## config.mk

```make
export PLATFORM = sky130hd
export DESIGN_NAME = pmem_port_arbiter_flat
export DESIGN_NICKNAME = d
export VERILOG_FILES = /design/src/rtl/pmem_port_arbiter_pkg.sv /design/src/rtl/pmem_port_arbiter_if.sv /design/src/rtl/pmem_port_arbiter_return.sv /design/src/rtl/pmem_port_arbiter.sv /design/src/flat_wrapper.sv
export SDC_FILE = /design/constraint.sdc
export NUM_CORES = 1
export LEC_CHECK = 0
export CORE_MARGIN = 8
export CORE_UTILIZATION = 32
export DETAILED_ROUTE_END_ITERATION = 10
export PLACE_DENSITY = 0.81
export SYNTH_ARGS = -nofsm -noshare
export SYNTH_HDL_FRONTEND = slang
export SYNTH_SLANG_ARGS = --single-unit
```

## constraint.sdc

```tcl
create_clock -name clk -period 2.7 [get_ports clk]
set_input_delay 0.405 -clock clk [delete_from_list [all_inputs] [get_ports clk]]
set_output_delay 0.405 -clock clk [all_outputs]
set_load 0.01 [all_outputs]
```

## src/rtl/pmem_port_arbiter_pkg.sv

```systemverilog
// Shared types and constants for the program-memory data-port arbiter.
package pmem_arb_pkg;

  typedef enum logic [1:0] {
    IDLE       = 2'd0,
    CPU_LAST   = 2'd1,
    LDR_LAST   = 2'd2,
    LDR_LOCKED = 2'd3
  } arb_state_t;

  typedef enum logic [1:0] {
    OWN_NONE = 2'd0,
    OWN_CPU  = 2'd1,
    OWN_LDR  = 2'd2
  } owner_t;

  localparam logic [31:0] OOR_RDATA = 32'h0000_0000;

endpackage

```

## src/rtl/pmem_port_arbiter_if.sv

```systemverilog
// Requester and memory-side signals of the program-memory data-port arbiter.
interface pmem_port_arbiter_if;
  logic        cpu_req, cpu_we;
  logic [31:2] cpu_addr;
  logic [31:0] cpu_wdata;
  logic [3:0]  cpu_be;
  logic        cpu_gnt, cpu_rvalid, cpu_err;
  logic [31:0] cpu_rdata;

  logic        ldr_req, ldr_we, ldr_lock;
  logic [31:2] ldr_addr;
  logic [31:0] ldr_wdata;
  logic [3:0]  ldr_be;
  logic        ldr_gnt, ldr_rvalid, ldr_err;
  logic [31:0] ldr_rdata;

  logic        mem_ren, mem_wen;
  logic [31:2] mem_addr;
  logic [31:0] mem_wdata;
  logic [3:0]  mem_be;
  logic [31:0] mem_rdata;

  modport slave (
    input  cpu_req, cpu_we, cpu_addr, cpu_wdata, cpu_be,
    output cpu_gnt, cpu_rvalid, cpu_rdata, cpu_err,
    input  ldr_req, ldr_we, ldr_lock, ldr_addr, ldr_wdata, ldr_be,
    output ldr_gnt, ldr_rvalid, ldr_rdata, ldr_err,
    output mem_ren, mem_wen, mem_addr, mem_wdata, mem_be,
    input  mem_rdata
  );

  modport master (
    output cpu_req, cpu_we, cpu_addr, cpu_wdata, cpu_be,
    input  cpu_gnt, cpu_rvalid, cpu_rdata, cpu_err,
    output ldr_req, ldr_we, ldr_lock, ldr_addr, ldr_wdata, ldr_be,
    input  ldr_gnt, ldr_rvalid, ldr_rdata, ldr_err,
    input  mem_ren, mem_wen, mem_addr, mem_wdata, mem_be,
    output mem_rdata
  );
endinterface

```

## src/rtl/pmem_port_arbiter_return.sv

```systemverilog
// Read-return path: owner tag, rvalid/rdata/err demux, out-of-range flag.
// Error outputs are live only when PMEM_ARB_RANGE_CHECK_EN is defined.
module pmem_arb_return
  import pmem_arb_pkg::*;
(
  input  logic        clk,
  input  logic        reset,
  input  logic        cpu_gnt,
  input  logic        ldr_gnt,
  input  logic        rd,
  input  logic        oor,
  input  logic [31:0] mem_rdata,
  output logic        cpu_rvalid,
  output logic [31:0] cpu_rdata,
  output logic        cpu_err,
  output logic        ldr_rvalid,
  output logic [31:0] ldr_rdata,
  output logic        ldr_err
);
  owner_t      tag_q;
  logic        rd_q, oor_q;
  logic [31:0] cpu_hold_q, ldr_hold_q, ret_data;

  always_ff @(posedge clk or posedge reset) begin
    if (reset) begin
      tag_q      <= OWN_NONE;
      rd_q       <= 1'b0;
      oor_q      <= 1'b0;
      cpu_hold_q <= '0;
      ldr_hold_q <= '0;
    end else begin
      tag_q      <= cpu_gnt ? OWN_CPU : (ldr_gnt ? OWN_LDR : OWN_NONE);
      rd_q       <= rd;
      oor_q      <= oor;
      cpu_hold_q <= cpu_rdata;
      ldr_hold_q <= ldr_rdata;
    end
  end

  // rdata is transparent to the memory in the return cycle, then holds.
  always_comb begin
    ret_data   = oor_q ? OOR_RDATA : mem_rdata;
    cpu_rvalid = rd_q && (tag_q == OWN_CPU);
    ldr_rvalid = rd_q && (tag_q == OWN_LDR);
    cpu_rdata  = cpu_rvalid ? ret_data : cpu_hold_q;
    ldr_rdata  = ldr_rvalid ? ret_data : ldr_hold_q;
`ifdef PMEM_ARB_RANGE_CHECK_EN
    cpu_err    = oor_q && (tag_q == OWN_CPU);
    ldr_err    = oor_q && (tag_q == OWN_LDR);
`else
    cpu_err    = 1'b0;
    ldr_err    = 1'b0;
`endif
  end
endmodule

```

## src/rtl/pmem_port_arbiter.sv

```systemverilog
// CPU / loader arbiter for the program-memory data port with starvation guard.
// Optional range check enabled by PMEM_ARB_RANGE_CHECK_EN.
module pmem_port_arbiter
  import pmem_arb_pkg::*;
#(
  parameter int unsigned NUM_BRAMS      = 4,
  parameter int unsigned WORDS_PER_BRAM = 2048,
  parameter int unsigned STARVE_LIMIT   = 4
) (
  input  logic               clk,
  input  logic               reset,
  pmem_port_arbiter_if.slave bus
);
  localparam int unsigned CNT_W = $clog2(STARVE_LIMIT + 1);
`ifdef PMEM_ARB_RANGE_CHECK_EN
  localparam logic [29:0] TOTAL_WORDS = 30'(NUM_BRAMS * WORDS_PER_BRAM);
`endif

  arb_state_t       state, state_nxt;
  logic [CNT_W-1:0] starve_cnt, starve_nxt;
  logic             cpu_g, ldr_g, gnt, we, oor, rd;
  logic [31:2]      addr;

  always_ff @(posedge clk or posedge reset) begin
    if (reset) begin
      state      <= IDLE;
      starve_cnt <= '0;
    end else begin
      state      <= state_nxt;
      starve_cnt <= starve_nxt;
    end
  end

  always_comb begin
    cpu_g      = 1'b0;
    ldr_g      = 1'b0;
    state_nxt  = state;
    starve_nxt = '0;
    if (state == LDR_LOCKED) begin
      ldr_g     = bus.ldr_req;
      state_nxt = bus.ldr_lock ? LDR_LOCKED : LDR_LAST;
    end else begin
      if (bus.cpu_req && bus.ldr_req) begin
        ldr_g = (starve_cnt == CNT_W'(STARVE_LIMIT));
        cpu_g = !ldr_g;
      end else begin
        cpu_g = bus.cpu_req;
        ldr_g = bus.ldr_req;
      end
      if (ldr_g)      state_nxt = bus.ldr_lock ? LDR_LOCKED : LDR_LAST;
      else if (cpu_g) state_nxt = CPU_LAST;
      if (bus.ldr_req && !ldr_g)
        starve_nxt = (starve_cnt == CNT_W'(STARVE_LIMIT)) ? starve_cnt : starve_cnt + 1'b1;
    end
  end

  // With no grant the CPU side still drives address/data onto the port.
  always_comb begin
    gnt           = cpu_g || ldr_g;
    we            = ldr_g ? bus.ldr_we : bus.cpu_we;
    addr          = ldr_g ? bus.ldr_addr : bus.cpu_addr;
`ifdef PMEM_ARB_RANGE_CHECK_EN
    oor           = gnt && (addr >= TOTAL_WORDS);
`else
    oor           = 1'b0;
`endif
    rd            = gnt && !we;
    bus.cpu_gnt   = cpu_g;
    bus.ldr_gnt   = ldr_g;
    bus.mem_addr  = addr;
    bus.mem_wdata = ldr_g ? bus.ldr_wdata : bus.cpu_wdata;
    bus.mem_be    = ldr_g ? bus.ldr_be : bus.cpu_be;
    bus.mem_ren   = rd && !oor;
    bus.mem_wen   = gnt && we && !oor;
  end

  pmem_arb_return u_return (
    .clk        (clk),
    .reset      (reset),
    .cpu_gnt    (cpu_g),
    .ldr_gnt    (ldr_g),
    .rd         (rd),
    .oor        (oor),
    .mem_rdata  (bus.mem_rdata),
    .cpu_rvalid (bus.cpu_rvalid),
    .cpu_rdata  (bus.cpu_rdata),
    .cpu_err    (bus.cpu_err),
    .ldr_rvalid (bus.ldr_rvalid),
    .ldr_rdata  (bus.ldr_rdata),
    .ldr_err    (bus.ldr_err)
  );
endmodule
```

## src/flat_wrapper.sv

```systemverilog
// flat-port wrapper written by rule: the top's interface ports become plain ports
module pmem_port_arbiter_flat import pmem_arb_pkg::*;
#(
  parameter int unsigned NUM_BRAMS      = 4,
  parameter int unsigned WORDS_PER_BRAM = 2048,
  parameter int unsigned STARVE_LIMIT   = 4
)
  (clk, reset, bus_cpu_req, bus_cpu_we, bus_cpu_addr, bus_cpu_wdata, bus_cpu_be, bus_cpu_gnt, bus_cpu_rvalid, bus_cpu_rdata, bus_cpu_err, bus_ldr_req, bus_ldr_we, bus_ldr_lock, bus_ldr_addr, bus_ldr_wdata, bus_ldr_be, bus_ldr_gnt, bus_ldr_rvalid, bus_ldr_rdata, bus_ldr_err, bus_mem_ren, bus_mem_wen, bus_mem_addr, bus_mem_wdata, bus_mem_be, bus_mem_rdata);
  pmem_port_arbiter_if bus_i ();
  input  logic clk;
  input  logic reset;
  input wire logic [$bits(bus_i.cpu_req)-1:0] bus_cpu_req;
  input wire logic [$bits(bus_i.cpu_we)-1:0] bus_cpu_we;
  input wire logic [$bits(bus_i.cpu_addr)-1:0] bus_cpu_addr;
  input wire logic [$bits(bus_i.cpu_wdata)-1:0] bus_cpu_wdata;
  input wire logic [$bits(bus_i.cpu_be)-1:0] bus_cpu_be;
  output wire logic [$bits(bus_i.cpu_gnt)-1:0] bus_cpu_gnt;
  output wire logic [$bits(bus_i.cpu_rvalid)-1:0] bus_cpu_rvalid;
  output wire logic [$bits(bus_i.cpu_rdata)-1:0] bus_cpu_rdata;
  output wire logic [$bits(bus_i.cpu_err)-1:0] bus_cpu_err;
  input wire logic [$bits(bus_i.ldr_req)-1:0] bus_ldr_req;
  input wire logic [$bits(bus_i.ldr_we)-1:0] bus_ldr_we;
  input wire logic [$bits(bus_i.ldr_lock)-1:0] bus_ldr_lock;
  input wire logic [$bits(bus_i.ldr_addr)-1:0] bus_ldr_addr;
  input wire logic [$bits(bus_i.ldr_wdata)-1:0] bus_ldr_wdata;
  input wire logic [$bits(bus_i.ldr_be)-1:0] bus_ldr_be;
  output wire logic [$bits(bus_i.ldr_gnt)-1:0] bus_ldr_gnt;
  output wire logic [$bits(bus_i.ldr_rvalid)-1:0] bus_ldr_rvalid;
  output wire logic [$bits(bus_i.ldr_rdata)-1:0] bus_ldr_rdata;
  output wire logic [$bits(bus_i.ldr_err)-1:0] bus_ldr_err;
  output wire logic [$bits(bus_i.mem_ren)-1:0] bus_mem_ren;
  output wire logic [$bits(bus_i.mem_wen)-1:0] bus_mem_wen;
  output wire logic [$bits(bus_i.mem_addr)-1:0] bus_mem_addr;
  output wire logic [$bits(bus_i.mem_wdata)-1:0] bus_mem_wdata;
  output wire logic [$bits(bus_i.mem_be)-1:0] bus_mem_be;
  input wire logic [$bits(bus_i.mem_rdata)-1:0] bus_mem_rdata;
  assign bus_i.cpu_req = bus_cpu_req;
  assign bus_i.cpu_we = bus_cpu_we;
  assign bus_i.cpu_addr = bus_cpu_addr;
  assign bus_i.cpu_wdata = bus_cpu_wdata;
  assign bus_i.cpu_be = bus_cpu_be;
  assign bus_cpu_gnt = bus_i.cpu_gnt;
  assign bus_cpu_rvalid = bus_i.cpu_rvalid;
  assign bus_cpu_rdata = bus_i.cpu_rdata;
  assign bus_cpu_err = bus_i.cpu_err;
  assign bus_i.ldr_req = bus_ldr_req;
  assign bus_i.ldr_we = bus_ldr_we;
  assign bus_i.ldr_lock = bus_ldr_lock;
  assign bus_i.ldr_addr = bus_ldr_addr;
  assign bus_i.ldr_wdata = bus_ldr_wdata;
  assign bus_i.ldr_be = bus_ldr_be;
  assign bus_ldr_gnt = bus_i.ldr_gnt;
  assign bus_ldr_rvalid = bus_i.ldr_rvalid;
  assign bus_ldr_rdata = bus_i.ldr_rdata;
  assign bus_ldr_err = bus_i.ldr_err;
  assign bus_mem_ren = bus_i.mem_ren;
  assign bus_mem_wen = bus_i.mem_wen;
  assign bus_mem_addr = bus_i.mem_addr;
  assign bus_mem_wdata = bus_i.mem_wdata;
  assign bus_mem_be = bus_i.mem_be;
  assign bus_i.mem_rdata = bus_mem_rdata;
  pmem_port_arbiter #(.NUM_BRAMS(NUM_BRAMS), .WORDS_PER_BRAM(WORDS_PER_BRAM), .STARVE_LIMIT(STARVE_LIMIT)) u_core (.clk(clk), .reset(reset), .bus(bus_i));
endmodule
```

==> results.md <==
- Outcome: complete, no violations
- First-pass GRT wire length: 23900 um
- Met2 usage: 41.3%
- Post-layout instance count excluding filler cells: 723
- Critical Path Sink Type: primary output
- Final setup slack of the worst path: 0.0396 ns
- GR Layer Usage met3: 6.89%
- Core region area: 10800 sq um
- Combinational family with the most area after synthesis: multiplexers
- Largest fanout on the critical path: 6
- Startpoint of the worst register-to-register path: u_core.starve_cnt[1]
- Net switching share of the total power: 30.1%
- Maximum number of pins on one net before global-route repair: 73
- DR WL/cell: 22.9 um
- Proportion of layout cells with a drive suffix above 1: 39.8%
- Top FF cell, synth: sky130_fd_sc_hd__dfrtp_1
- Final worst-path cycle share: 98.5%
- Max rail drop VDD: 477 uV
- Share of synthesized area spent on multiplexers: 41.2%
- Share of the synthesized area in the top cell type: 50.7%
- Final wirelength: 16600 um
- Cell total after placement: 694
- Worst flop-to-flop path endpoint: u_core.u_return.rd_q
- Number of unique standard cell types used by synthesis: 23
- Via Count: 3358
- Asr flop ratio synth: 100%
- Fill count: 880
- Clock network power share: 16.1%
- Number of antenna violations at the first check in global routing: 0
- Share of the synthesized area in compound gates (AO/OA/AOI/OAI): 1.94%
- Area added between synthesis and finish: 96.9%
- Overall track demand over capacity in global routing: 21.4%
- Starting density of the core: 32.8%
- Number of maximum-capacitance violations: 0
- Simple-Gate Fraction of Synth Area: 1.37%
- Required time reported for the critical path endpoint: 2.30 ns
- Netlist Area Pre-Place: 3550 sq um
- Power per unit of standard cell area: 760 nW/um^2
- Worst Setup Start Kind: primary input
- Worst-skew pair later-pin latency: 0.33 ns
- Fraction of the mapped netlist area in adder cells: 0.705%
- Row Count: 38
- H-tree lvl count: 3
- Number of max-slew violations in the final report: 0
- Number of failing setup endpoints in the final timing report: 0
- Sum of internal, switching and leakage power: 0.00531 W
- Antenna viol nets, final: 0
- Arrival time at the worst endpoint: 2.26 ns
- Number of ports placed on the die boundary: 309
- DPL Wire Length: 13500 um
- Capture point of the critical path: bus_mem_wdata[22]
- Launching instance or port of the critical path: bus_cpu_req
- Commonest non-fill, non-tap cell in the layout: sky130_fd_sc_hd__clkdlybuf4s50_1
- CTS Buffer Depth: 2
- Antenna fix cells: 0
- GR Util met1: 21.2%
- Pre-antenna DRT Iters: 4
- Cell internal power dissipation: 0.00371 W
- Total area of multi-input combinational cells: 1630 sq um
- Post-layout minimum cycle time: 2.66 ns
- Inserted Clock Buffers: 9
- Maximum clock rate: 376 MHz
- Clock Pin Slew Worst Setup and Hold Paths: 0.07 ns
- R2R depth: 8
- Setup slack of the worst register-to-register path: 1.03 ns
- Number of instances in the synthesized netlist: 249
- Final net count: 751
- Cell taking the most area after synthesis: sky130_fd_sc_hd__dfrtp_1
- Sinks on Clock Net: 72
- Vias in the first global route: 3876
- Per-cell via count in the routed design: 4.64
- Class of the tightest hold or removal check: in2async
- Worst slack at placement: -0.276 ns
- Clock tree from TritonCTS: built
- Commonest non-fill, non-tap cells in the layout: sky130_fd_sc_hd__clkdlybuf4s50_1, sky130_fd_sc_hd__mux2_2, sky130_fd_sc_hd__dfrtp_1
- Residual DRC count: 0
- Syn. warnings: 0
- Final-layout setup total negative slack: 0 ns
- Flop pwr share: 31.6%
- Storage element area: 1800 sq um
- Max Clock Skew: 0.00525 ns
- Yosys reg bits: 72
- Floorplan die width: 121 um
- Port Buf Inserts: 306
- Die Area: 14700 sq um
- Register area share after synthesis: 50.7%
- Net switching component of the power: 0.00160 W
- Leak Pwr: 3.01 nW
- GRT busiest layer: met2
- Fraction of synthesized cell area in xor and xnor cells: 0.247%
- Count of routing violations after the opening detailed-route iteration: 156
- Gr ovfl total: 0
- CTS Root Cell: sky130_fd_sc_hd__clkbuf_8
- Main area contributors after synthesis: sky130_fd_sc_hd__dfrtp_1, sky130_fd_sc_hd__mux2_2, sky130_fd_sc_hd__buf_2
- Die H: 121 um
- Syn avg cell area: 14.3 sq um
- Weighted congestion reported at the end of routability-driven placement: 0.878
- Combinational fraction of design power: 52.3%
- Number of enable flip-flop cells after synthesis: 0
- Number of hold-slack violations in the final timing report: 0
- Critical path type: in2out
state kept, by name, summed over array words and instances (netlist names):
signal,cells
u_core.u_return.rd_q,1
u_core.u_return.ldr_hold_q,32
u_core.u_return.cpu_hold_q,32
u_core.starve_cnt,3
u_core.state,2
u_core.u_return.tag_q,2
layer usage:
metal / routed length [um] / vias to the layer above
met3: 1300 / 21
met2: 9270 / 148
met5: 0 / -
met1: 5670 / 1645
li1: - / 1544
met4: 341 / 0
layout make-up:
class,count,share of cell area [%]
tap,140,2.50
multi-input combinational,153,23.3
inverter,10,0.537
sequential,72,25.8
clock inverter,3,0.573
timing repair buffer,332,45.0
clock buffer,13,2.27
metrics by stage:
step | hold WS, ns | util (%) | cell area [sq um]
floorplan | 0.429 | - | 3550
global placement | 0.440 | 63.1 | 6840
detailed placement | 0.458 | 63.1 | 6840
CTS | 0.473 | 66.0 | 7150
global route | 0.484 | 64.5 | 6990
finish | 0.449 | 64.5 | 6990
critical path: stages:
cell	delay [ns]
sky130_fd_sc_hd__clkdlybuf4s50_1	0.48
sky130_fd_sc_hd__a21bo_2	0.25
sky130_fd_sc_hd__o21ai_4	0.21
sky130_fd_sc_hd__buf_12	0.16
sky130_fd_sc_hd__buf_4	0.12
sky130_fd_sc_hd__mux2_2	0.34
sky130_fd_sc_hd__dlygate4sd2_1	0.30
power by group through the flow:
stage          clock [W]  combinational, W  sequential [W]
2_1_floorplan          0           0.00115         0.00165
3_3_place_gp           0           0.00278         0.00167
3_5_place_dp           0           0.00283         0.00170
4_1_cts         0.000875           0.00284         0.00168
5_1_grt         0.000923           0.00295         0.00173
6_report        0.000854           0.00278         0.00168
timing repair:
item | CTS | global route
pin swaps | 1 | 1
setup endpoints to repair | 69 | 56
hold buffers | 0 | 0
gates resized for setup | 166 | 59
buffers inserted | 5 | 5
cloned | 1 | 2
cell families after synthesis:
logic type | Yosys count
compound gates | 9
buf+inv | 25
mux | 130
fa+ha+maj | 2
flops | 72
xor+xnor | 1
simple gates | 9
other cells | 1
synth_stat cells (2+ instances only):
cell type and n:
sky130_fd_sc_hd__mux2_2 130, sky130_fd_sc_hd__dfrtp_1 72, sky130_fd_sc_hd__buf_2 11, sky130_fd_sc_hd__inv_1 9, sky130_fd_sc_hd__nor2_1 3, sky130_fd_sc_hd__buf_4 2, sky130_fd_sc_hd__buf_6 2, sky130_fd_sc_hd__ha_1 2
sky130_fd_sc_hd__nand2_1 2, sky130_fd_sc_hd__nand3b_1 2, sky130_fd_sc_hd__o21ai_0 2
worst min path at each step:
stage                    startpoint                             to  slack (ns)  depth (start not counted)
3_3_place_gp   u_core.starve_cnt[0]           u_core.starve_cnt[0]        0.44                          1
2_1_floorplan  u_core.starve_cnt[0]           u_core.starve_cnt[0]        0.43                          1
5_1_grt                       reset  u_core.u_return.cpu_hold_q[4]        0.48                          3
4_1_cts                       reset  u_core.u_return.ldr_hold_q[5]        0.47                          3
6_report                      reset  u_core.u_return.cpu_hold_q[4]        0.45                          3
3_5_place_dp   u_core.starve_cnt[0]           u_core.starve_cnt[0]        0.46                          1
Note: power is estimated with default switching activity, not from simulation.
